===== src/rtl/btn_evt_pkg.sv =====
// ---------------------------------------------------------------------------
// btn_evt_pkg
//   Shared types for the button event controller.
//   - evt_kind_t  : encoding of the event kind carried on evt_kind
//   - btn_state_t : per-button tracking state
//   - cnt_width() : hold-counter width from the LONG/REPEAT periods
// ---------------------------------------------------------------------------
package btn_evt_pkg;

  typedef enum logic [1:0] {
    EVT_PRESS   = 2'd0,
    EVT_LONG    = 2'd1,
    EVT_REPEAT  = 2'd2,
    EVT_RELEASE = 2'd3
  } evt_kind_t;

  typedef enum logic [1:0] {
    ST_LOCKED    = 2'd0,
    ST_IDLE      = 2'd1,
    ST_HELD      = 2'd2,
    ST_LONG_HELD = 2'd3
  } btn_state_t;

  // The counter only ever reaches max(period)-1, so clog2(max) bits suffice.
  function automatic int unsigned cnt_width(input int unsigned long_cycles,
                                            input int unsigned repeat_cycles);
    int unsigned m;
    m = (long_cycles > repeat_cycles) ? long_cycles : repeat_cycles;
    return $clog2(m);
  endfunction

endpackage : btn_evt_pkg


===== src/rtl/btn_evt_fsm.sv =====
// ---------------------------------------------------------------------------
// btn_evt_fsm
//   Per-button tracker: turns one debounced level into PRESS / LONG /
//   REPEAT / RELEASE posts and holds at most one pending event in a slot.
//
//   Ports
//     clk, rst_n    : clock, async active-low reset
//     btn           : debounced level, 1 = pressed
//     grant         : arbiter takes the pending event at this edge
//     pending       : slot holds an event
//     pending_kind  : kind of the pending event
//     drop          : an event is lost at this edge (unregistered)
// ---------------------------------------------------------------------------
module btn_evt_fsm
  import btn_evt_pkg::*;
#(
  parameter int unsigned LONG_CYCLES   = 50_000_000,
  parameter int unsigned REPEAT_CYCLES = 10_000_000,
  parameter int unsigned CNT_W         = 26
) (
  input  logic       clk,
  input  logic       rst_n,
  input  logic       btn,
  input  logic       grant,
  output logic       pending,
  output logic [1:0] pending_kind,
  output logic       drop
);

  localparam logic [CNT_W-1:0] LONG_TC   = CNT_W'(LONG_CYCLES - 1);
  localparam logic [CNT_W-1:0] REPEAT_TC = CNT_W'(REPEAT_CYCLES - 1);

  btn_state_t       state_q, state_d;
  logic [CNT_W-1:0] cnt_q, cnt_d;
  logic             slot_vld_q, slot_vld_d;
  evt_kind_t        slot_kind_q, slot_kind_d;

  logic             post_valid;
  evt_kind_t        post_kind;
  logic             slot_busy;

  // State register
  always_ff @(posedge clk or negedge rst_n) begin
    if (!rst_n) begin
      state_q     <= ST_LOCKED;
      cnt_q       <= '0;
      slot_vld_q  <= 1'b0;
      slot_kind_q <= EVT_PRESS;
    end else begin
      state_q     <= state_d;
      cnt_q       <= cnt_d;
      slot_vld_q  <= slot_vld_d;
      slot_kind_q <= slot_kind_d;
    end
  end

  // Next-state and hold counter
  always_comb begin
    state_d = state_q;
    cnt_d   = cnt_q;
    unique case (state_q)
      ST_LOCKED: begin
        if (!btn) state_d = ST_IDLE;
      end
      ST_IDLE: begin
        if (btn) begin
          state_d = ST_HELD;
          cnt_d   = '0;
        end
      end
      ST_HELD: begin
        if (!btn) begin
          state_d = ST_IDLE;
        end else if (cnt_q == LONG_TC) begin
          state_d = ST_LONG_HELD;
          cnt_d   = '0;
        end else begin
          cnt_d = cnt_q + 1'b1;
        end
      end
      ST_LONG_HELD: begin
        if (!btn) begin
          state_d = ST_IDLE;
        end else if (cnt_q == REPEAT_TC) begin
          cnt_d = '0;
        end else begin
          cnt_d = cnt_q + 1'b1;
        end
      end
      default: state_d = ST_LOCKED;
    endcase
  end

  // Event posts (Mealy: depend on the current btn sample)
  always_comb begin
    post_valid = 1'b0;
    post_kind  = EVT_PRESS;
    unique case (state_q)
      ST_IDLE: begin
        if (btn) begin
          post_valid = 1'b1;
          post_kind  = EVT_PRESS;
        end
      end
      ST_HELD: begin
        if (!btn) begin
          post_valid = 1'b1;
          post_kind  = EVT_RELEASE;
        end else if (cnt_q == LONG_TC) begin
          post_valid = 1'b1;
          post_kind  = EVT_LONG;
        end
      end
      ST_LONG_HELD: begin
        if (!btn) begin
          post_valid = 1'b1;
          post_kind  = EVT_RELEASE;
        end else if (cnt_q == REPEAT_TC) begin
          post_valid = 1'b1;
          post_kind  = EVT_REPEAT;
        end
      end
      default: ;
    endcase
  end

  // Pending slot. A slot being granted this edge counts as free, so a
  // simultaneous post simply takes its place without a drop.
  always_comb begin
    slot_busy   = slot_vld_q && !grant;
    slot_vld_d  = slot_vld_q;
    slot_kind_d = slot_kind_q;
    drop        = 1'b0;
    if (post_valid) begin
      if (slot_busy && (post_kind == EVT_REPEAT)) begin
        drop = 1'b1;
      end else begin
        slot_vld_d  = 1'b1;
        slot_kind_d = post_kind;
        drop        = slot_busy;
      end
    end else if (grant) begin
      slot_vld_d = 1'b0;
    end
  end

  assign pending      = slot_vld_q;
  assign pending_kind = slot_kind_q;

endmodule : btn_evt_fsm


===== src/rtl/btn_event_ctrl.sv =====
// ---------------------------------------------------------------------------
// btn_event_ctrl
//   Converts N debounced button levels into a single valid/ready stream of
//   PRESS / LONG / REPEAT / RELEASE events, one pending slot per button,
//   drained by a round-robin arbiter into a registered output stage.
//
//   Ports
//     clk, rst_n : clock, async active-low reset
//     btn        : debounced levels, 1 = pressed
//     evt_valid  : event presented
//     evt_ready  : consumer accepts on evt_valid & evt_ready
//     evt_btn    : index of the button the event belongs to
//     evt_kind   : 0 PRESS, 1 LONG, 2 REPEAT, 3 RELEASE
//     evt_drop   : one-cycle pulse when a pending event was lost
// ---------------------------------------------------------------------------
module btn_event_ctrl
  import btn_evt_pkg::*;
#(
  parameter int unsigned N_BTN         = 4,
  parameter int unsigned LONG_CYCLES   = 50_000_000,
  parameter int unsigned REPEAT_CYCLES = 10_000_000
) (
  input  logic                     clk,
  input  logic                     rst_n,
  input  logic [N_BTN-1:0]         btn,
  output logic                     evt_valid,
  input  logic                     evt_ready,
  output logic [$clog2(N_BTN)-1:0] evt_btn,
  output logic [1:0]               evt_kind,
  output logic                     evt_drop
);

  localparam int unsigned IDX_W = $clog2(N_BTN);
  localparam int unsigned CNT_W = cnt_width(LONG_CYCLES, REPEAT_CYCLES);

  logic [N_BTN-1:0] pending;
  logic [1:0]       pending_kind [N_BTN];
  logic [N_BTN-1:0] drop;
  logic [N_BTN-1:0] grant;

  logic             load;
  logic             found;
  logic [IDX_W-1:0] sel;
  logic [IDX_W-1:0] cand;
  logic [IDX_W-1:0] ptr_next;
  int unsigned      scan_idx;

  logic             evt_valid_q;
  logic [IDX_W-1:0] evt_btn_q;
  logic [1:0]       evt_kind_q;
  logic             evt_drop_q;
  logic [IDX_W-1:0] ptr_q;

  for (genvar g = 0; g < N_BTN; g++) begin : g_btn
    btn_evt_fsm #(
      .LONG_CYCLES  (LONG_CYCLES),
      .REPEAT_CYCLES(REPEAT_CYCLES),
      .CNT_W        (CNT_W)
    ) u_fsm (
      .clk         (clk),
      .rst_n       (rst_n),
      .btn         (btn[g]),
      .grant       (grant[g]),
      .pending     (pending[g]),
      .pending_kind(pending_kind[g]),
      .drop        (drop[g])
    );
  end

  // The output stage takes a new event whenever it is empty or being drained.
  assign load = !evt_valid_q || evt_ready;

  // Round-robin search: first pending slot at or after ptr_q, wrapping.
  always_comb begin
    found    = 1'b0;
    sel      = '0;
    cand     = '0;
    scan_idx = 0;
    for (int unsigned i = 0; i < N_BTN; i++) begin
      scan_idx = i + {{(32-IDX_W){1'b0}}, ptr_q};
      if (scan_idx >= N_BTN) scan_idx = scan_idx - N_BTN;
      cand = IDX_W'(scan_idx);
      if (!found && pending[cand]) begin
        found = 1'b1;
        sel   = cand;
      end
    end
  end

  always_comb begin
    grant = '0;
    if (load && found) grant[sel] = 1'b1;
  end

  assign ptr_next = (sel == IDX_W'(N_BTN - 1)) ? '0 : sel + 1'b1;

  always_ff @(posedge clk or negedge rst_n) begin
    if (!rst_n) begin
      evt_valid_q <= 1'b0;
      evt_btn_q   <= '0;
      evt_kind_q  <= '0;
      evt_drop_q  <= 1'b0;
      ptr_q       <= '0;
    end else begin
      evt_drop_q <= |drop;
      if (load) begin
        if (found) begin
          evt_valid_q <= 1'b1;
          evt_btn_q   <= sel;
          evt_kind_q  <= pending_kind[sel];
          ptr_q       <= ptr_next;
        end else begin
          evt_valid_q <= 1'b0;
        end
      end
    end
  end

  assign evt_valid = evt_valid_q;
  assign evt_btn   = evt_btn_q;
  assign evt_kind  = evt_kind_q;
  assign evt_drop  = evt_drop_q;

endmodule : btn_event_ctrl


===== config.mk =====
export PLATFORM = sky130hd
export DESIGN_NAME = btn_event_ctrl
export DESIGN_NICKNAME = d
export VERILOG_FILES = /design/src/rtl/btn_evt_pkg.sv /design/src/rtl/btn_evt_fsm.sv /design/src/rtl/btn_event_ctrl.sv
export SDC_FILE = /design/constraint.sdc
export NUM_CORES = 1
export LEC_CHECK = 0
export BUFFER_PORTS_ARGS = -buffer_cell sky130_fd_sc_hd__buf_2
export CAP_MARGIN = 20
export CORE_MARGIN = 4
export CORE_UTILIZATION = 55
export DETAILED_ROUTE_END_ITERATION = 8
export PLACE_DENSITY = 0.71
export SLEW_MARGIN = 10
export SYNTH_ARGS = -nofsm -noshare
export SYNTH_HDL_FRONTEND = slang
export SYNTH_SLANG_ARGS = --single-unit

===== constraint.sdc =====
create_clock -name clk -period 6 [get_ports clk]
set_input_delay 0.3 -clock clk [delete_from_list [all_inputs] [get_ports clk]]
set_output_delay 0.3 -clock clk [all_outputs]
set_load 0.02 [all_outputs]

### Word level (Yosys, flattened, before mapping)

Cells that the tools add are included.

| word-level totals | value |
|---|---|
| bits in registers | 132 |
| bits in latches | 0 |
| memory bits (writable) | 0 |
| memory bits (read-only) | 0 |
| bits of input ports | 7 |
| output and inout port bits | 6 |
| logic and storage cells | 290 |
| memories | 0 |

| operators by class | value |
|---|---|
| add/subtract/negate cells | 12 |
| multiply operators | 0 |
| div/mod/pow operators | 0 |
| $lt $le $gt $ge | 11 |
| equal/unequal tests | 49 |
| shift-type cells | 0 |
| multiplexer cells | 136 |
| bitwise logic cells | 5 |
| reductions and logical operators | 56 |

Operator list:

| cell | count |
|---|---|
| 2-to-1 mux 26 bit | 20 |
| case mux 26 bit (3 select lines) | 4 |
| adder 26 x 1 -> 26 bit (second input constant) | 4 |
| equality test 26 x 24 -> 1 bit (second input constant) | 4 |
| equality test 26 bit (second input constant) | 4 |
| 2-to-1 mux 2 bit | 39 |
| 2-to-1 mux 1 bit | 54 |
| inequality test 2 bit (second input constant) | 20 |
| equality test 2 bit (second input constant) | 13 |
| case mux 2 bit (3 select lines) | 4 |
| AND reduction 2 bit | 9 |
| case mux 2 bit (2 select lines) | 4 |
| AND reduction 4 bit | 4 |
| less-than comparator 2 x 3 -> 1 bit (second input constant) | 5 |
| logical AND 1 bit | 13 |
| greater-or-equal comparator 3 bit (second input constant) | 4 |
| inequality test 3 x 2 -> 1 bit (second input constant) | 4 |
| case mux 1 bit (3 select lines) | 4 |
| AND reduction 3 bit | 4 |
| nonzero test 3 bit | 4 |
| binary-select mux 1 bit (select 2 bit) | 4 |
| equality test 2 x 1 -> 1 bit (second input constant) | 4 |
| logical NOT 1 bit | 8 |
| logical NOT 2 bit | 4 |
| other kinds (15) | 28 |

### Depth between registers and ports, before layout

Gate-level depths: netlist of run 1.

| depth | value |
|---|---|
| depth in word-level cells | 25 |
| gate-level depth with buffers | 10 |
| gate-level depth less buffers | 10 |

### Cells and area by module

A second synthesis of run 1 with hierarchy kept.

| unflattened totals | value |
|---|---|
| cell total of the unflattened synthesis | 949 |
| area total of the unflattened synthesis | 8323.0 µm² |

Modules (own cells, without submodules):

| module | times used | cells each | area each (µm²) |
|---|---|---|---|
| btn_evt_fsm at g_btn[0].u_fsm ... | 3 | 233 | 1974.4 |
| btn_evt_fsm at g_btn[3].u_fsm | 1 | 196 | 1886.8 |
| btn_event_ctrl | 1 | 54 | 513.0 |

### Worst setup path before layout of run 1

Ideal clock, no wire load.

| timing path | value |
|---|---|
| kind | reg2reg |
| start point | register g_btn[1].u_fsm.cnt_q[11] |
| end point | register g_btn[1].u_fsm.cnt_q[5] |
| arrival time | 2.313 ns |
| data required time | 5.879 ns |
| path slack | 3.566 ns |
| stages on the path, launching flop included | 7 |
| clock period less this slack | 2.434 ns |
| path through | dfrtp_1 -> or4b_4 -> or4_4 -> or2_4 -> a22o_4 -> a21o_1 -> a22o_1 |

| on the way | value |
|---|---|
| word-level cells in the longest chain between the ends | 4 |
| elaborated cells on any way between the ends | 7 |
| those cells by class | eq/ne (2); mux (5) |

Ends and longest elaborated chain:

| item | line | text |
|---|---|---|
| start, declared | btn_evt_fsm.sv:34 | `logic [CNT_W-1:0] cnt_q, cnt_d;` |
| start signal, assigned | btn_evt_fsm.sv:51 | `cnt_q <= cnt_d;` |
| equality test 26 x 24 -> 1 bit / equality test 26 bit (equally long branches) | btn_evt_fsm.sv:84, btn_evt_fsm.sv:74 |  |
| 2-to-1 mux 26 bit, on equally long branches | btn_evt_fsm.sv:84, btn_evt_fsm.sv:74 |  |
| 2-to-1 mux 26 bit, on equally long branches | btn_evt_fsm.sv:82, btn_evt_fsm.sv:72 |  |
| case mux 26 bit (3 select lines) * | btn_evt_fsm.sv:61 | `unique case (state_q)` |

Mark *: on every way between the ends. The rest lies on a longest branch, timed or not. The select of a mux whose other input is x is not followed.
A chain may end at the register's enable or synchronous reset.

### Worst setup path in the final report of run 1

| timing path | value |
|---|---|
| start point | register g_btn[2].u_fsm.cnt_q[11] |
| end point | register g_btn[2].u_fsm.cnt_q[19] |

| on the way | value |
|---|---|
| word-level cells in the longest chain between the ends | 4 |
| elaborated cells on any way between the ends | 8 |
| those cells by class | add/sub (1); eq/ne (2); mux (5) |

Ends and longest elaborated chain:

| item | line |
|---|---|
| start, declared | btn_evt_fsm.sv:34 |
| start signal, assigned | btn_evt_fsm.sv:51 |
| adder 26 x 1 -> 26 bit, or another cell as far along | btn_evt_fsm.sv:78, btn_evt_fsm.sv:87 |
| 2-to-1 mux 26 bit, on equally long branches | btn_evt_fsm.sv:84, btn_evt_fsm.sv:74 |
| 2-to-1 mux 26 bit, on equally long branches | btn_evt_fsm.sv:82, btn_evt_fsm.sv:72 |
| case mux 26 bit (3 select lines) * | btn_evt_fsm.sv:61 |

Marked as above.

==> flow_summary_export.csv, run 1 <==
group,metric,value,unit
grt,grt_max_degree,82,
logic_synthesis,synth-edff-count,0,
worst_setup_path,required,6.26,ns
pwr,intPower,2.03,mW
pwr,combPwrFrac,36.4,%
floorplan,die_area,15700,um^2
clocking,cts_tree,"yes",
logic_synthesis,ys_top_cells_by_area,"dfrtp_1 (44%), nor2_1 (5.3%), xnor2_1 (4.3%)",
run_status,status,"complete, no violations",
timing,slew_headroom,30.3,%
drt,drc,0,
drt,ant_nets,0,
logic_synthesis,syn-num-nets,862,
cells_and_area,nFillCells,1127,
floorplan,core_area,13400,um^2
logic_synthesis,synth_flop_cell,"dfrtp_1",
logic_synthesis,synth_top_area_cell,"dfrtp_1",
clocking,cts_root_buffer,"clkbuf_16",
cells_and_area,ff_latch_area,3300,um^2
logic_synthesis,synth-async-reset-ratio,100,%
logic_synthesis,yosysWarnings,0,
timing,max_freq,331,MHz
place,port_buffers,12,
clocking,cts.sinks,132,
floorplan,die_w,125,um
pwr,power,3.32,mW
cells_and_area,multiInputGateArea,4090,um^2
clocking,cts.path.max_buffers,2,
floorplan,rows,42,
grt,track_usage,21.8,%
pwr,vdd_drop_max,0.272,mV
worst_setup_path,arrival,3.29,ns
grt,grt_pass1_vias,6063,
cells_and_area,layout-drive-gt1-share,7.69,%
worst_setup_path,slowest_delay,0.71,ns
floorplan,die_h,125,um
pwr,power_frac_seq,34.8,%
logic_synthesis,synth-seq-cells,132,
logic_synthesis,yosys.area.top_type_share,43.5,%
clocking,htreeDepth,4,
timing,period_minus_slack,3.03,ns
cells_and_area,final_common_cell,"dfrtp_1",
timing,setup_violations,0,
timing,drv_slew,0,
clocking,postCtsSetupBuffers,0,
flow_run,maxCapViolations,0,
logic_synthesis,ys_seq_area_share,43.5,%
pwr,p_clk_share,28.8,%
cells_and_area,finalNetCount,878,
clocking,clk_latency,0.42,ns
pwr,p_switching,1.29,mW
place,dp.final_hpwl,11.3,mm
drt,dr.first_iter.drc_count,397,
pwr,powerDensity,396,nW/um^2
grt,grt_pass1_wl,28.7,mm
worst_setup_path,critPathLaunchType,"flop",
worst_setup_path,criticalPathCategory,"reg2reg",
hold_path,hold_class,"in2reg",
logic_synthesis,synth_cells,831,
timing,setup_tns,0,ns
timing,worst_slew_pin_slew,1.05,ns
logic_synthesis,syn_area,7590,um^2
logic_synthesis,syn_avg_cell_area,9.13,um^2
floorplan,initial_core_util,56.6,%
drt,avgViaCountPerCell,5.95,
drt,drt-pass1-iter-count,5,
cells_and_area,diodes,0,
clocking,clk_pin_slew,0.06,ns
worst_setup_path,slowest_stage,"and2b_1",
drt,vias,6151,
timing,hold_viol,0,
worst_setup_path,cp-end-kind,"flop",
cells_and_area,area_delta_synth_final,10.5,%
drt,wl_per_cell,15.6,um
floorplan,ios,13,
logic_synthesis,ys_types,72,
timing,fin_crit_sh,50.4,%
timing,rsz0062_at_grt,"no",
clocking,cts_buffers,17,
worst_setup_path,path_cells,"or4b_1, nor4_1, nand3_1, a22oi_1, and2b_1, nor2_1",
pwr,p_sw_share,38.9,%
cells_and_area,final_cell_mix,"dfrtp_1 (132), nor2_1 (107), nand2_1 (71), nand3_1 (49), o21ai_0 (46)",
worst_setup_path,cp_max_fo,23,
pwr,power_leakage,3.70,nW
grt,overflow,0,
drt,routed_wl,16.2,mm
grt,antenna_found_initial,0,
timing,fin_skew,0.0115,ns
place,gp_congestion,0.879,
==> critical path, delay by kind of cell (launching register included) <==
kind,cells,cell delay (ns)
AND/OR/NAND/NOR,5,2.01
AO/OA/AOI/OAI,1,0.44
flip-flops,1,0.42
==> Yosys cell counts (4+ instances only) <==
cell and number:
a21o_1 9, a21oi_1 25, a22o_1 17, a22oi_1 5
a31oi_1 4, and2_1 8, and3_1 25, and4_1 12
clkbuf_1 12, dfrtp_1 132, ha_1 24, inv_1 32
mux2i_1 10, nand2_1 71, nand2b_1 5, nand3_1 49
nand4_1 22, nor2_1 107, nor2b_1 11, nor3_1 20
nor4_1 21, nor4b_1 6, nor4bb_1 5, o21ai_0 47
o21ai_1 4, o21bai_1 4, or2_2 4, or3_1 7
or4_1 4, xnor2_1 37, xor2_1 30
==> state kept, by name (all words and copies together) (netlist names) <==
signal / count
g_btn.u_fsm.pending_kind: 8
g_btn.u_fsm.state_q: 8
evt_drop: 1
g_btn.u_fsm.cnt_q: 104
g_btn.u_fsm.pending: 4
evt_kind: 2
evt_btn: 2
ptr_q: 2
evt_valid: 1
==> cells by family after synthesis <==
family                   synth area share [%]
multiplexers                             1.76
XOR/XNOR                                 7.74
buffers and inverters                    2.64
flip-flops                               43.5
adder cells (fa/ha/maj)                  3.96
AND/OR/NAND/NOR                          27.5
AO/OA/AOI/OAI                            12.9
==> repair_timing <==
action | in CTS | in global routing
gates resized for setup | 0 | 0
hold buffers | 0 | 1
hold endpoints to repair | 0 | 31
==> power by group through the flow <==
stage | Combinational [mW] | Sequential, mW | Clock, mW
floorplan | 0.923 | 1.15 | 0
global placement | 1.14 | 1.16 | 0
detailed placement | 1.20 | 1.17 | 0
CTS | 1.21 | 1.15 | 0.976
global route | 1.37 | 1.18 | 1.02
finish | 1.21 | 1.15 | 0.957
==> through the flow <==
stage                     hold WS, ns  instance area [um^2]  util (%)  setup slack, ns  std cells
after floorplan               0.00441                  7590         -             3.57        831
after global placement          0.476                  7800      58.2             3.07       1002
after detailed placement        0.489                  7800      58.2             2.94       1002
after CTS                       0.112                  8340      62.2             2.92       1032
after global routing            0.169                  8380      62.5             2.70       1034
final                           0.165                  8380      62.5             2.97       1034
==> cell type report <==
class,instances,share of cell area (%)
clock inverter,10,1.02
clock buffer,20,5.45
timing repair buffer,15,1.28
tap,176,2.63
sequential,132,39.4
multi-input combinational,649,48.8
inverter,32,1.43
==> worst paths after layout <==
path,startpoint,end,slack (ns),depth (start not counted)
setup / recovery,g_btn[2].u_fsm.cnt_q[11]$_DFFE_PN0P_,g_btn[2].u_fsm.cnt_q[19]$_DFFE_PN0P_,2.97,6
hold / removal,btn[2],g_btn[2].u_fsm.state_q[0]$_DFFE_PN0P_,0.17,2
setup reg to reg,g_btn[2].u_fsm.cnt_q[11]$_DFFE_PN0P_,g_btn[2].u_fsm.cnt_q[19]$_DFFE_PN0P_,2.97,6
hold reg to reg,g_btn[3].u_fsm.cnt_q[1]$_DFFE_PN0P_,g_btn[3].u_fsm.cnt_q[1]$_DFFE_PN0P_,0.51,2
max in group asynchronous,rst_n,ptr_q[0]$_DFFE_PN0P_,4.32,4
min in group asynchronous,rst_n,g_btn[1].u_fsm.cnt_q[4]$_DFFE_PN0P_,0.37,2
==> per-layer routing <==
metal  part of all wire (%)  wire length, um  GRT usage [%]
met1                     48             7800           30.4
met2                     46             7360           33.5
met3                    4.1              658           4.90
met4                    2.2              349           7.65
met5                      0                0              0
No activity file was read; power rests on OpenSTA's default activity.
==> run 2: changes to the inputs <==
==> constraint.sdc (replaced) <==
create_clock -name clk -period 3 [get_ports clk]
set_input_delay 0.15 -clock clk [delete_from_list [all_inputs] [get_ports clk]]
set_output_delay 0.15 -clock clk [all_outputs]
set_load 0.02 [all_outputs]
==> flow_summary_export.csv, run 2 (synthesis results as in run 1) <==
group,metric,value,unit
cells_and_area,multiInputGateArea,4080,um^2
cells_and_area,top_register,"g_btn.u_fsm.cnt_q",
timing,hold_viol,0,
cells_and_area,stdcell_area,8510,um^2
timing,setup_violations,0,
place,dp.final_hpwl,11.5,mm
timing,rsz0062_at_grt,"no",
clocking,clk_pin_slew,0.06,ns
floorplan,initial_core_util,56.6,%
pwr,powerDensity,818,nW/um^2
timing,fin_ws,0.288,ns
floorplan,die_area,15700,um^2
drt,routed_wl,16.5,mm
cells_and_area,ff_latch_area,3300,um^2
cells_and_area,finalNetCount,888,
grt,antenna_found_initial,0,
cells_and_area,nFillCells,1128,
timing,fin_crit_sh,90.4,%
place,port_buffers,12,
worst_setup_path,arrival,3.01,ns
run_status,status,"complete, no violations",
cells_and_area,final_common_cell,"dfrtp_1",
pwr,vdd_drop_max,0.442,mV
timing,period_minus_slack,2.71,ns
grt,grt_pass1_vias,5997,
timing,fin_skew,0.00586,ns
cells_and_area,layout-drive-gt1-share,8.51,%
worst_setup_path,cp-end-kind,"flop",
floorplan,die_w,125,um
worst_setup_path,required,3.30,ns
hold_path,hold_class,"in2reg",
pwr,power_leakage,3.77,nW
place,placed_cell_area,7880,um^2
drt,drc,0,
grt,overflow,0,
place,pre_cts_ws,0.303,ns
floorplan,ios,13,
drt,wl_per_cell,15.8,um
timing,worst_slew_pin_slew,0.916,ns
clocking,cts.path.max_buffers,2,
worst_setup_path,cp_max_fo,10,
place,placed_cells,1012,
cells_and_area,layoutNonFillerInstCount,1046,
clocking,clk_latency,0.42,ns
clocking,cts_buffers,17,
timing,slew_headroom,38.4,%
clocking,cts_resized,0,
cells_and_area,post-route-util,63.5,%
worst_setup_path,criticalPathCategory,"reg2reg",
clocking,cts_tree,"yes",
grt,grt_max_degree,64,
clocking,cts.sinks,132,
floorplan,die_h,125,um
timing,max_freq,369,MHz
place,gp_congestion,0.929,
clocking,holdBufCountCts,1,
timing,drv_slew,0,
floorplan,core_area,13400,um^2
drt,avgViaCountPerCell,5.97,
cells_and_area,final_cell_mix,"dfrtp_1 (132), nor2_1 (107), nand2_1 (71), nand3_1 (49), o21ai_0 (47)",
clocking,postCtsSetupBuffers,0,
drt,dr.first_iter.drc_count,439,
grt,track_usage,21.7,%
flow_run,maxCapViolations,0,
worst_setup_path,critPathLaunchType,"flop",
drt,vias,6240,
drt,ant_nets,0,
timing,setup_tns,0,ns
grt,grt_pass1_wl,28.6,mm
floorplan,rows,42,
clocking,htreeDepth,4,
cells_and_area,area_delta_synth_final,12.2,%
clocking,cts_root_buffer,"clkbuf_16",
cells_and_area,diodes,0,
cells_and_area,largest_reg_flops,104,
drt,drt-pass1-iter-count,4,
[run 2: cell types whose count changed in the layout (fill, tap and decap cells not counted), sizes merged]
| cell | delta |
|---|---|
| clkinv | -4 |
| clkinvlp | +1 |
| bufinv | +3 |
| clkbuf | +3 |
| buf | +9 |
[run 2: cell type report]
| class | instances | area share (%) |
|---|---|---|
| clock buffers | 22 | 5.34 |
| clock inverters | 10 | 1.82 |
| inverters | 32 | 1.41 |
| multi-input cells | 649 | 48.0 |
| flip-flops and latches | 132 | 38.8 |
| well taps | 176 | 2.59 |
| repair buffers | 25 | 2.03 |
[run 2: report_power, final]
group	internal (mW)	switching, mW	total, mW
Clock	1.41	0.749	2.15
Sequential	2.05	0.269	2.31
Combinational	0.919	1.57	2.49
Total	4.37	2.59	6.96
[run 2: path summary, 6_finish.rpt]
| path | slack [ns] | depth (start not counted) | to | startpoint |
|---|---|---|---|---|
| max | 0.29 | 6 | g_btn[1].u_fsm.cnt_q[0]$_DFFE_PN0P_ | g_btn[1].u_fsm.cnt_q[21]$_DFFE_PN0P_ |
| min | 0.02 | 2 | g_btn[2].u_fsm.state_q[0]$_DFFE_PN0P_ | btn[2] |
| max reg2reg | 0.29 | 6 | g_btn[1].u_fsm.cnt_q[0]$_DFFE_PN0P_ | g_btn[1].u_fsm.cnt_q[21]$_DFFE_PN0P_ |
| min reg2reg | 0.50 | 1 | g_btn[1].u_fsm.pending_kind[0]$_DFFE_PN0P_ | g_btn[1].u_fsm.pending_kind[0]$_DFFE_PN0P_ |
| max in group asynchronous | 1.85 | 3 | g_btn[2].u_fsm.cnt_q[0]$_DFFE_PN0P_ | rst_n |
| min in group asynchronous | 0.36 | 2 | g_btn[0].u_fsm.cnt_q[17]$_DFFE_PN0P_ | rst_n |
[run 2: metrics by stage]
stage	power [mW]	hold WS (ns)
floorplan	4.14	-0.146
global placement	4.67	0.292
detailed placement	4.80	0.297
CTS	6.99	0.00376
global route	7.44	0.0229
finish	6.96	0.0155
[run 2: per-layer routing]
| layer | vias up | wire length (um) | global-route usage, % |
|---|---|---|---|
| li1 | 3028 | - | - |
| met2 | 110 | 7860 | 34.0 |
| met1 | 3077 | 7840 | 30.1 |
| met5 | - | 0 | 0 |
| met4 | 0 | 246 | 6.31 |
| met3 | 25 | 547 | 5.25 |
[run 2: critical path, cell delays in order, from the launching register on]
cell and delay [ns]:
dfrtp_1 0.44, or4b_1 0.53, nor4_1 0.50, nand2_1 0.24, a21boi_2 0.43, nor2_2 0.14
mux2_2 0.32
